`config.mk`:
```
export PLATFORM = sky130hd
export DESIGN_NAME = ram_arbiter
export DESIGN_NICKNAME = d
export VERILOG_FILES = /design/src/rtl/ram_arbiter.sv
export SDC_FILE = /design/constraint.sdc
export NUM_CORES = 1
export LEC_CHECK = 0
export CORE_AREA = 5 5 231 233
export CTS_BUF_LIST = sky130_fd_sc_hd__clkbuf_4 sky130_fd_sc_hd__clkbuf_8 sky130_fd_sc_hd__clkbuf_16
export CTS_CLUSTER_DIAMETER = 120
export CTS_CLUSTER_SIZE = 14
export DETAILED_ROUTE_END_ITERATION = 7
export DIE_AREA = 0 0 236 238
export DONT_BUFFER_PORTS = 1
export SLEW_MARGIN = 20
export SYNTH_ARGS = -nofsm -noshare
export SYNTH_HDL_FRONTEND = slang
export SYNTH_SLANG_ARGS = --single-unit
```
`constraint.sdc`:
```
create_clock -name clk -period 2.9 [get_ports clk]
set_input_delay 0 -clock clk [delete_from_list [all_inputs] [get_ports clk]]
set_output_delay 0 -clock clk [all_outputs]
set_load 0.01 [all_outputs]
```
`src/rtl/ram_arbiter.sv`:
```
// Two-master arbiter/sequencer for the single-port data RAM: one transaction every 3 cycles, request-to-response latency 2 cycles.
// Backpressure: ready only in IDLE; responses are single-cycle pulses and cannot be stalled. RAM_ARB_FIXED_PRIO_EN selects fixed M1 priority.
module ram_arbiter #(
  parameter int ADDR_W = 64,
  parameter int DATA_W = 64,
  parameter int WDT_W  = 4
) (
  input  logic              clk,
  input  logic              rst_n,
  input  logic [1:0]        m_req_valid,
  output logic [1:0]        m_req_ready,
  input  logic [ADDR_W-1:0] m0_addr,
  input  logic              m0_wen,
  input  logic [DATA_W-1:0] m0_wdata,
  input  logic [WDT_W-1:0]  m0_wdt,
  input  logic [ADDR_W-1:0] m1_addr,
  input  logic              m1_wen,
  input  logic [DATA_W-1:0] m1_wdata,
  input  logic [WDT_W-1:0]  m1_wdt,
  output logic [1:0]        m_resp_valid,
  output logic [DATA_W-1:0] m_resp_rdata,
  output logic [ADDR_W-1:0] mem_raddr,
  output logic [ADDR_W-1:0] mem_waddr,
  output logic [DATA_W-1:0] mem_wdata,
  output logic              mem_ren,
  output logic              mem_wen,
  output logic [WDT_W-1:0]  wdt_op,
  input  logic [DATA_W-1:0] mem_rdata
);

  typedef enum logic [1:0] {IDLE, ISSUE, RESP} state_t;

  state_t            state_q, state_d;
  logic              owner_q;
  logic [ADDR_W-1:0] addr_q;
  logic              wen_q;
  logic [DATA_W-1:0] wdata_q;
  logic [WDT_W-1:0]  wdt_q;
  logic [1:0]        grant;
  logic              handshake;

`ifdef RAM_ARB_FIXED_PRIO_EN
  always_comb begin
    grant = 2'b00;
    if (m_req_valid[1])      grant = 2'b10;
    else if (m_req_valid[0]) grant = 2'b01;
  end
`else
  logic rr_ptr_q;

  always_comb begin
    grant = 2'b00;
    case (m_req_valid)
      2'b01:   grant = 2'b01;
      2'b10:   grant = 2'b10;
      2'b11:   grant = rr_ptr_q ? 2'b10 : 2'b01;
      default: grant = 2'b00;
    endcase
  end
`endif

  // Gated by rst_n so a reset cycle neither accepts a request nor emits a response.
  assign handshake = (state_q == IDLE) && rst_n && (grant != 2'b00);

  always_comb begin
    state_d      = state_q;
    m_req_ready  = 2'b00;
    m_resp_valid = 2'b00;
    m_resp_rdata = '0;
    mem_raddr    = '0;
    mem_waddr    = '0;
    mem_wdata    = '0;
    mem_ren      = 1'b0;
    mem_wen      = 1'b0;
    wdt_op       = '0;
    case (state_q)
      IDLE: begin
        m_req_ready = rst_n ? grant : 2'b00;
        if (grant != 2'b00) state_d = ISSUE;
      end
      ISSUE: begin
        mem_ren   = ~wen_q;
        mem_wen   = wen_q;
        mem_raddr = addr_q;
        mem_waddr = addr_q;
        mem_wdata = wdata_q;
        wdt_op    = wdt_q;
        state_d   = RESP;
      end
      RESP: begin
        // RAM output mux is combinational on address/width, so hold them here.
        mem_raddr    = addr_q;
        wdt_op       = wdt_q;
        m_resp_valid = rst_n ? (owner_q ? 2'b10 : 2'b01) : 2'b00;
        m_resp_rdata = (rst_n && !wen_q) ? mem_rdata : '0;
        state_d      = IDLE;
      end
      default: state_d = IDLE;
    endcase
  end

  always_ff @(posedge clk) begin
    if (!rst_n) begin
      state_q <= IDLE;
      owner_q <= 1'b0;
      addr_q  <= '0;
      wen_q   <= 1'b0;
      wdata_q <= '0;
      wdt_q   <= '0;
`ifndef RAM_ARB_FIXED_PRIO_EN
      rr_ptr_q <= 1'b0;
`endif
    end else begin
      state_q <= state_d;
      if (handshake) begin
        owner_q <= grant[1];
        addr_q  <= grant[1] ? m1_addr  : m0_addr;
        wen_q   <= grant[1] ? m1_wen   : m0_wen;
        wdata_q <= grant[1] ? m1_wdata : m0_wdata;
        wdt_q   <= grant[1] ? m1_wdt   : m0_wdt;
`ifndef RAM_ARB_FIXED_PRIO_EN
        rr_ptr_q <= ~grant[1];
`endif
      end
    end
  end

endmodule

```
# Yosys cells after proc, flatten, opt, wreduce, memory -nomap -nowiden
# Cells that the tools add are included.
# op_classes
n_eq_ne	6
n_mux	21
bitwise_logic	2
n_reduce_logical	7
# op_table
cell	count
2-to-1 mux 64 bit	7
2-to-1 mux 2 bit	7
2-to-1 mux 4 bit	2
equality test 2 bit (second input constant)	3
one-hot mux 2 bit (3 select lines)	1
equality test 2 x 1 -> 1 bit (second input constant)	2
one-hot mux 2 bit (2 select lines)	1
logical AND 1 bit	3
2-to-1 mux 1 bit	3
logical NOT 2 bit	1
inequality test 2 x 1 -> 1 bit (second input constant)	1
inverter 1 bit	2
nonzero test 2 bit	1
OR reduction 2 bit	1
logical NOT 1 bit	1
# totals
reg_bits	137
inputBits	334
out_inout_bits	266
wordCells	43

# Longest topological paths before layout
# Gate-level depths: netlist of run 1.
# logic_depth
depth_word	5
ltp_mapped	9
depth_no_buf	5

# Worst setup path after synthesis of run 1
# No wires, ideal clock.
# synth_timing
kind	register to register
from	register state_q[0]
to	register wdata_q[52]
setup_ns	0.125
arrival_ns	1.481
required_time_ns	2.775
setup_slack_ns	1.294
path_stages_with_launch	10
n_path_buf	4
synth_period_minus_slack_ns	1.606
path_cell_list	dfxtp_1 inv_1 ha_1 buf_2 o21ai_0 and2_1 buf_2 buf_4 buf_2 o2bb2ai_1
# synth_via
elab_chain_cells	3
# synth_rtl
item	line_no	rtl
start: declaration	33	state_t state_q, state_d;
start signal: assignment	114	state_q <= state_d;
logical NOT 2 bit	63	assign handshake = (state_q == IDLE) && rst_n && (grant != 2'b00);
logical AND 1 bit (2 in series)	63	
end signal: assignment	119	wdata_q <= grant[1] ? m1_wdata : m0_wdata;
end: declaration	37	logic [DATA_W-1:0] wdata_q;
# No other way between the ends.
# A chain may end at the register's enable or synchronous reset.

# Worst setup path after layout of run 1
# layout_timing
from	register rr_ptr_q
to	register wdata_q[24]
# layout_via
elab_chain_cells	4
elab_cells_between_ends	5
classes_between	mux (3); reduce/logical (2)
# layout_rtl
item	line_no	rtl
start: declaration	49	logic rr_ptr_q;
start signal: assignment	122	rr_ptr_q <= ~grant[1];
2-to-1 mux 2 bit *	56	2'b11: grant = rr_ptr_q ? 2'b10 : 2'b01;
one-hot mux 2 bit (3 select lines) *	53	case (m_req_valid)
nonzero test 2 bit	63	
logical AND 1 bit	63	
# Mark *: on every way between the ends. The rest lies on a longest branch, timed or not.

==> results of run 1 <==
-- flip-flops by register name (all words and copies together), names as in the netlist --
register	flops
wdt_q	4
addr_q	64
wen_q	1
owner_q	1
wdata_q	64
state_q	2
rr_ptr_q	1
-- worst max-delay path, stage by stage, from the launching register on --
cell and delay [ps]:
dfxtp_1 370, a21boi_4 190, buf_4 610, o221ai_1 320, dlygate4sd3_1 660, o2bb2ai_1 140
-- through the flow --
step	cell area [um2]	util	hold slack, ps	setup slack, ps
detailed placement	9010	0.177	150	972
global placement	8980	0.176	149	981
CTS	12300	0.242	89.5	415
global route	12300	0.242	147	302
finish	12400	0.242	134	385
floorplan	8420	-	114	1290
-- layout make-up --
class,instances,area [um2],share of cell area
multi-input cells,688,5220,0.423
repair buffers,285,2920,0.236
flip-flops and latches,137,2740,0.222
well taps,680,851,0.0689
clock buffers,18,439,0.0356
clock inverters,13,154,0.0125
diodes,7,17.5,0.00142
inverters,3,11.3,0.000912
-- worst paths after layout --
path | start | endpoint | slack (ps) | depth (start not counted)
max | rr_ptr_q$_SDFFE_PN0P_ | wdata_q[24]$_SDFFE_PN0P_ | 380 | 5
min | m_req_valid[1] | m_req_ready[0] | 130 | 1
max reg2reg | rr_ptr_q$_SDFFE_PN0P_ | wdata_q[24]$_SDFFE_PN0P_ | 380 | 5
min reg2reg | wdata_q[9]$_SDFFE_PN0P_ | wdata_q[9]$_SDFFE_PN0P_ | 450 | 1
-- synthesized netlist by cell type (2+ instances only) --
cell type,instances,share of area
and2_1,262,0.19
dfxtp_1,137,0.33
o2bb2ai_1,132,0.14
or2_2,132,0.098
o221ai_1,102,0.11
clkbuf_1,56,0.025
o221ai_2,30,0.053
buf_2,25,0.015
buf_4,16,0.014
nor2_1,6,0.0027
ha_1,4,0.0059
nand2_1,4,0.0018
clkbuf_4,3,0.0027
inv_1,3,0.0013
a21oi_1,2,0.0012
o21ai_0,2,0.0012
-- power breakdown --
part	internal [mW]	switching [mW]	leakage (nW)
clock	1.36	0.873	0.295
sequential	2.18	0.219	1.13
combinational	0.957	1.23	2.79
total	4.49	2.32	4.21
-- per-layer routing --
layer / part of all wire / up-vias / track usage
met5: 0.00031 / - / 0
met4: 0.044 / 2 / 0.0672
met3: 0.086 / 131 / 0.0477
met2: 0.51 / 603 / 0.253
met1: 0.36 / 4174 / 0.151
li1: - / 3831 / -
-- cell families (layout without fill, tap and decap cells) --
| kind of cell | count (synthesis) | count (layout) | share of synthesized area |
|---|---|---|---|
| AND/OR/NAND/NOR | 409 | 409 | 0.301 |
| multiplexers | 1 | 1 | 0.00119 |
| AO/OA/AOI/OAI | 274 | 274 | 0.307 |
| other | 0 | 7 | 0 |
| buffers and inverters | 105 | 319 | 0.0599 |
| adder cells (fa/ha/maj) | 4 | 4 | 0.00594 |
| flip-flops | 137 | 137 | 0.326 |
-- repair_timing --
item	CTS	global route
hold buffers	271	0
endpoints found under the hold margin	137	0
gates resized for setup	0	0
==> impl_metrics.tcl, run 1 <==
set metrics [dict create \
    post-cts-setup-buffers 0 \
    place.gp.congestion 0.802 \
    cts.reportedPaths.clkPinSlew_ps 70 \
    cts_buffer_depth 2 \
    dp_hpwl_um 28700 \
    wl_per_cell_um 22.8 \
    die_h_um 238 \
    ys_ff_latch 137 \
    cts_inserted_buffers 17 \
    nNetsFinal 1470 \
    overflow 0 \
    setup_viol 0 \
    cp-start-kind "flop" \
    ios 600 \
    drive_gt1_frac 0.188 \
    ys_async_sr_fraction 0 \
    wirelength_um 41800 \
    grtUsageTotal 0.142 \
    status "complete, no violations" \
    dp.cells 1522 \
    p_per_area_mw_per_mm2 552 \
    grt_pass1_vias 9325 \
    die_x_um 236 \
    final_common_cell "dlygate4sd3_1" \
    via_per_inst 4.77 \
    maxCapViolCount 0 \
    dieArea_mm2 0.0562 \
    p_leak_nw 4.21 \
    dr.pass1.iters 5 \
    grt_pass1_wl_um 60800 \
    fin_crit_sh 0.867 \
    fill_cells 5355 \
    clkSinkCount 137 \
    yosysSeqAreaShare 0.326 \
    rsz0062_at_grt "false" \
    crit_fanout 69 \
    floorplan.initialDensity 0.165 \
    power_mw 6.82 \
    finalHoldViolCount 0 \
    avgSynthCellArea_um2 9.06 \
    h-tree-depth 4 \
    ir_worst_vdd_mv 0.392 \
    synth.distinct_cells 30 \
    worstSetupPathType "reg -> reg" \
    cts_tree "built" \
    ant_nets 0 \
    detailedRoute.firstIterationViolations 636 \
    rows 83 \
    synth_edf_count 0 \
    postSynthCellCount 930 \
    syn_area_mm2 0.00842 \
    skew_ps 20.1 \
    drc_errors 0 \
    vias 8741 \
    tns_ps 0 \
    fmax_mhz 398 \
    worst_pin_slew_ps 875 \
    ys.flop_type "dfxtp_1" \
    grt_max_degree 137 \
    maxSlewHeadroom 0.417 \
    mostFrequentLayoutCells "dlygate4sd3_1, and2_1, dfxtp_1" \
    clk_latency_ps 460 \
    syn_to_final_growth_pct 46.6 \
    hold_path.class "in -> out" \
    worst_ep_arrival_time_ps 2900 \
    io_buffers 0 \
    syn_nets 1268 \
    required_ps 3280 \
    core_mm2 0.0510 \
    antenna_found_initial 16 \
    end_kind "flop" \
    cts-root-buf "clkbuf_16" \
    drv_slew 0 \
    period_minus_slack_ps 2520 \
    synth_warnings 0 \
    layout.cells.non_filler 1831 \
]
(Power assumes the default switching activity.)
==> run 2: changes to the inputs <==
--- a/config.mk
+++ b/config.mk
@@ -12,6 +12,7 @@
 export DETAILED_ROUTE_END_ITERATION = 7
 export DIE_AREA = 0 0 236 238
 export DONT_BUFFER_PORTS = 1
+export RECOVER_POWER = 25
 export SLEW_MARGIN = 20
 export SYNTH_ARGS = -nofsm -noshare
 export SYNTH_HDL_FRONTEND = slang
==> run 2 against run 1 <==
  * The flow now finishes with violations (max-capacitance violations, max-slew violations)
  * Wire length about the same
  * Flip-flop and latch count is the same
  * Critical path depth unchanged
  * Critical endpoint unchanged
  * Cell count unchanged
  * Via count fell by 0.10%
  * Worst hold slack better by 10 ps
  * Worst setup slack better by 0.88 ps
  * Clock skew grew 1.0 ps
  * Final area is 0.25% lower
  * Global-route usage unchanged
==> impl_metrics.tcl, run 2 (synthesis gave the netlist of run 1 again) <==
set metrics [dict create \
    status "finished, violations left" \
    violations "max-capacitance violations, max-slew violations" \
    clkSinkCount 137 \
    fmax_mhz 398 \
    cts.reportedPaths.clkPinSlew_ps 70 \
    drc_errors 0 \
    fin_util 0.242 \
    fin_crit_sh 0.867 \
    mostFrequentLayoutCells "dlygate4sd3_1, and2_1, dfxtp_1" \
    post-cts-setup-buffers 0 \
    dieArea_mm2 0.0562 \
    worst_hold_slack_ps 144 \
    maxCapViolCount 1 \
    end_kind "flop" \
    p_clk_frac 0.328 \
    io_buffers 0 \
    min_path_cells 1 \
    wl_per_cell_um 22.8 \
    cts_tree "built" \
    drv_slew 7 \
    skew_ps 21.2 \
    worst_pin_slew_ps 1540 \
    place.gp.congestion 0.802 \
    final_common_cell "dlygate4sd3_1" \
    detailedRoute.firstIterationViolations 653 \
    die_h_um 238 \
    grtUsageTotal 0.142 \
    power_mw 6.80 \
    dp_hpwl_um 28700 \
    drive_gt1_frac 0.186 \
    crit_fanout 69 \
    power_frac_seq 0.352 \
    ant_nets 0 \
    layout.cells.non_filler 1831 \
    ios 600 \
    overflow 0 \
    dp.cells 1522 \
    setup_viol 0 \
    cp-start-kind "flop" \
    p_per_area_mw_per_mm2 552 \
    rsz0062_at_grt "false" \
    nNetsFinal 1470 \
    syn_to_final_growth_pct 46.3 \
    core_mm2 0.0510 \
    grt_pass1_wl_um 60800 \
    vias 8732 \
    clk_latency_ps 460 \
    ir_worst_vdd_mv 0.392 \
    p_int_mw 4.48 \
    floorplan.initialDensity 0.165 \
    worstSetupPathType "reg -> reg" \
    cts_buffer_depth 2 \
    finalHoldViolCount 0 \
    p_leak_nw 4.15 \
    wirelength_um 41800 \
    die_x_um 236 \
    worst_ep_arrival_time_ps 2890 \
    maxSlewHeadroom -0.0283 \
    cts-root-buf "clkbuf_16" \
    cts_resized 0 \
    hold_path.class "in -> out" \
    h-tree-depth 4 \
    cts_inserted_buffers 17 \
    via_per_inst 4.77 \
    antenna_found_initial 16 \
    period_minus_slack_ps 2510 \
    tns_ps 0 \
    rows 83 \
    combPwrFrac 0.320 \
    r2r_cells 5 \
    grt_max_degree 137 \
    top_regs "addr_q: 64 flops, wdata_q: 64 flops, wdt_q: 4 flops" \
    required_ps 3280 \
    grt_pass1_vias 9325 \
    p_switching_mw 2.32 \
    dr.pass1.iters 6 \
    swShare 0.342 \
]
## run 2: path summary, 6_finish.rpt
check                           slack (ps)                       end                     from
worst max-delay path                   390  wdata_q[24]$_SDFFE_PN0P_    rr_ptr_q$_SDFFE_PN0P_
worst min-delay path                   140            m_req_ready[0]           m_req_valid[1]
worst max register to register         390  wdata_q[24]$_SDFFE_PN0P_    rr_ptr_q$_SDFFE_PN0P_
worst min register to register         450   wdata_q[9]$_SDFFE_PN0P_  wdata_q[9]$_SDFFE_PN0P_
## run 2: per-layer routing
metal  GRT usage  share of wire
met5           0        0.00031
met4      0.0672          0.042
met3      0.0477          0.087
met1       0.151           0.36
met2       0.253           0.51
## run 2: power by group through the flow
stage	combinational [mW]	clock [mW]	sequential, mW
global route	2.35	2.41	2.43
CTS	2.16	2.34	2.39
global placement	1.62	0	2.42
detailed placement	1.67	0	2.42
finish	2.17	2.23	2.39
floorplan	1.29	0	2.32
## run 2: what timing repair did
action | 4_1_cts | 5_1_grt
hold buffers | 271 | 0
hold endpoints to repair | 137 | 0
setup endpoints to repair | 0 | 0
## run 2: worst max-delay path, stage by stage, from the launching register on
cell	delay (ps)
dfxtp_1	370
a21boi_4	190
buf_4	630
o221ai_1	320
dlygate4sd3_1	660
o2bb2ai_1	140
## run 2: layout make-up
cell class,instances,area [um2]
well taps,680,851
repair buffers,285,2920
diodes,7,17.5
flip-flops and latches,137,2740
clock buffers,18,439
multi-input cells,688,5190
inverters,3,11.3
clock inverters,13,154
fillers,5359,38700
## run 2: per-stage QoR
step	worst slack, ps	instance area (um2)
finish	385	12300
global route	286	12300
CTS	415	12300
detailed placement	972	9010
global placement	981	8980
floorplan	1290	8420
==> run 3: changes to the inputs <==
--- a/config.mk
+++ b/config.mk
@@ -12,6 +12,7 @@
 export DETAILED_ROUTE_END_ITERATION = 7
 export DIE_AREA = 0 0 236 238
 export DONT_BUFFER_PORTS = 1
+export MAX_ROUTING_LAYER = met4
 export RECOVER_POWER = 25
 export SLEW_MARGIN = 20
 export SYNTH_ARGS = -nofsm -noshare
==> run 3 against run 2 <==
  * The flow still finishes with violations (max-capacitance violations, max-slew violations)
  * Largest cell class unchanged
  * Critical endpoint unchanged
  * Power rose by 0.18%
  * Combinational power barely moved
  * Fmax rose by 0.27%
  * Sequential share of layout area barely moved
  * Worst hold slack got worse by 9.3 ps
  * Clock power barely moved
  * Count of clock-buffer cells in the layout did not move
  * Utilization barely moved
  * Die area did not move
  * Sequential power barely moved
==> impl_metrics.tcl, run 3 (synthesis gave the netlist of run 1 again) <==
set metrics [dict create \
    status "finished, violations left" \
    violations "max-capacitance violations, max-slew violations" \
    crit_fanout 69 \
    crit_chain "a21boi_4 -> buf_4 -> o221ai_1 -> dlygate4sd3_1 -> o2bb2ai_1" \
    r2r_slack_ps 390 \
    die_x_um 236 \
    core_mm2 0.0510 \
    worst_path_max_delay_cell "dlygate4sd3_1" \
    cts_buffer_depth 2 \
    worst_pin_slew_ps 1710 \
    worst_ep_arrival_time_ps 2890 \
    clkSinkCount 137 \
    p_per_area_mw_per_mm2 553 \
    worst_hold_slack_ps 135 \
    syn_to_final_growth_pct 46.3 \
    grtUsageTotal 0.146 \
    ios 600 \
    r2r_cells 5 \
    setup_viol 0 \
    cts-root-buf "clkbuf_16" \
    crit_start "rr_ptr_q$_SDFFE_PN0P_" \
    ir_worst_vdd_mv 0.394 \
    dr.pass1.iters 6 \
    h-tree-depth 4 \
    die_h_um 238 \
    end_kind "flop" \
    cp-start-kind "flop" \
    drive_gt1_frac 0.186 \
    maxSlewHeadroom -0.146 \
    tns_ps 0 \
    floorplan.initialDensity 0.165 \
    crit_end "wdata_q[24]$_SDFFE_PN0P_" \
    final_common_cell "dlygate4sd3_1" \
    power_mw 6.81 \
    overflow 0 \
    fin_crit_sh 0.865 \
    dieArea_mm2 0.0562 \
    grt_pass1_vias 9332 \
    cts.reportedPaths.clkPinSlew_ps 70 \
    via_per_inst 4.79 \
    reg2reg_to "wdata_q[24]$_SDFFE_PN0P_" \
    required_ps 3280 \
    nNetsFinal 1470 \
    detailedRoute.firstIterationViolations 636 \
    cp_top_family "buffers and inverters" \
    place.gp.congestion 0.814 \
    hold_path.class "in -> out" \
    worstSetupPathType "reg -> reg" \
    rows 83 \
    timing.rr.start "rr_ptr_q$_SDFFE_PN0P_" \
    top_regs "addr_q: 64 flops, wdata_q: 64 flops, wdt_q: 4 flops" \
    finalHoldViolCount 0 \
    cpPeakStageDelay_ps 660 \
    cts_inserted_buffers 17 \
    vias 8794 \
    ant_nets 0 \
    rsz0062_at_grt "false" \
    critical_path_depth 5 \
    p_leak_nw 4.15 \
    wirelength_um 41900 \
    post-cts-setup-buffers 0 \
    period_minus_slack_ps 2510 \
    critPathBufInv 2 \
    drc_errors 0 \
    antenna_found_initial 17 \
    skew_ps 22.5 \
    maxCapViolCount 1 \
    grt_pass1_wl_um 60700 \
    dp_hpwl_um 28700 \
    fmax_mhz 399 \
    io_buffers 0 \
    mostFrequentLayoutCells "dlygate4sd3_1, and2_1, dfxtp_1" \
    clk_latency_ps 470 \
    min_path_cells 1 \
    cts_tree "built" \
    drv_slew 7 \
    grt_max_degree 137 \
    wl_per_cell_um 22.8 \
]
run 3: cell type report:
cell class	count	area [um2]
Antenna cell	10	25.0
Clock buffer	18	439
Clock inverter	13	154
Fill cell	5355	38700
Inverter	3	11.3
Multi-Input combinational cell	688	5190
Sequential cell	137	2740
Tap cell	680	851
Timing Repair Buffer	285	2920
run 3: layer usage:
metal	global-route usage	wire [um]	up-vias
met5	-	0	-
met4	0.0674	1700	0
met3	0.0431	3360	122
met2	0.253	21500	600
met1	0.153	15300	4227
li1	-	-	3845
run 3: power breakdown:
| group | switching (mW) | total [mW] | internal, mW |
|---|---|---|---|
| Clock | 0.881 | 2.24 | 1.36 |
| Sequential | 0.220 | 2.40 | 2.18 |
| Combinational | 1.23 | 2.18 | 0.943 |
run 3: how the worst min path moves through the flow:
stage                    from               endpoint
2_1_floorplan           rst_n         m_req_ready[1]
3_3_place_gp   m_req_valid[1]  rr_ptr_q$_SDFFE_PN0P_
3_5_place_dp    mem_rdata[18]       m_resp_rdata[18]
4_1_cts        m_req_valid[1]   owner_q$_SDFFE_PN0P_
5_1_grt        m_req_valid[1]   owner_q$_SDFFE_PN0P_
6_report       m_req_valid[1]         m_req_ready[0]
run 3: stage by stage:
stage | worst slack, ps | area (um2) | std cells | utilization
after floorplan | 1290 | 8420 | 930 | -
after global placement | 981 | 8980 | 1521 | 0.176
after detailed placement | 972 | 9010 | 1522 | 0.177
after CTS | 415 | 12300 | 1824 | 0.242
after global routing | 295 | 12300 | 1830 | 0.242
final | 392 | 12300 | 1834 | 0.242
run 3: what timing repair did:
action,4_1_cts,5_1_grt
resized for setup,0,0
endpoints found under the setup margin,0,0
hold buffers,271,0
hold endpoints to repair,137,0
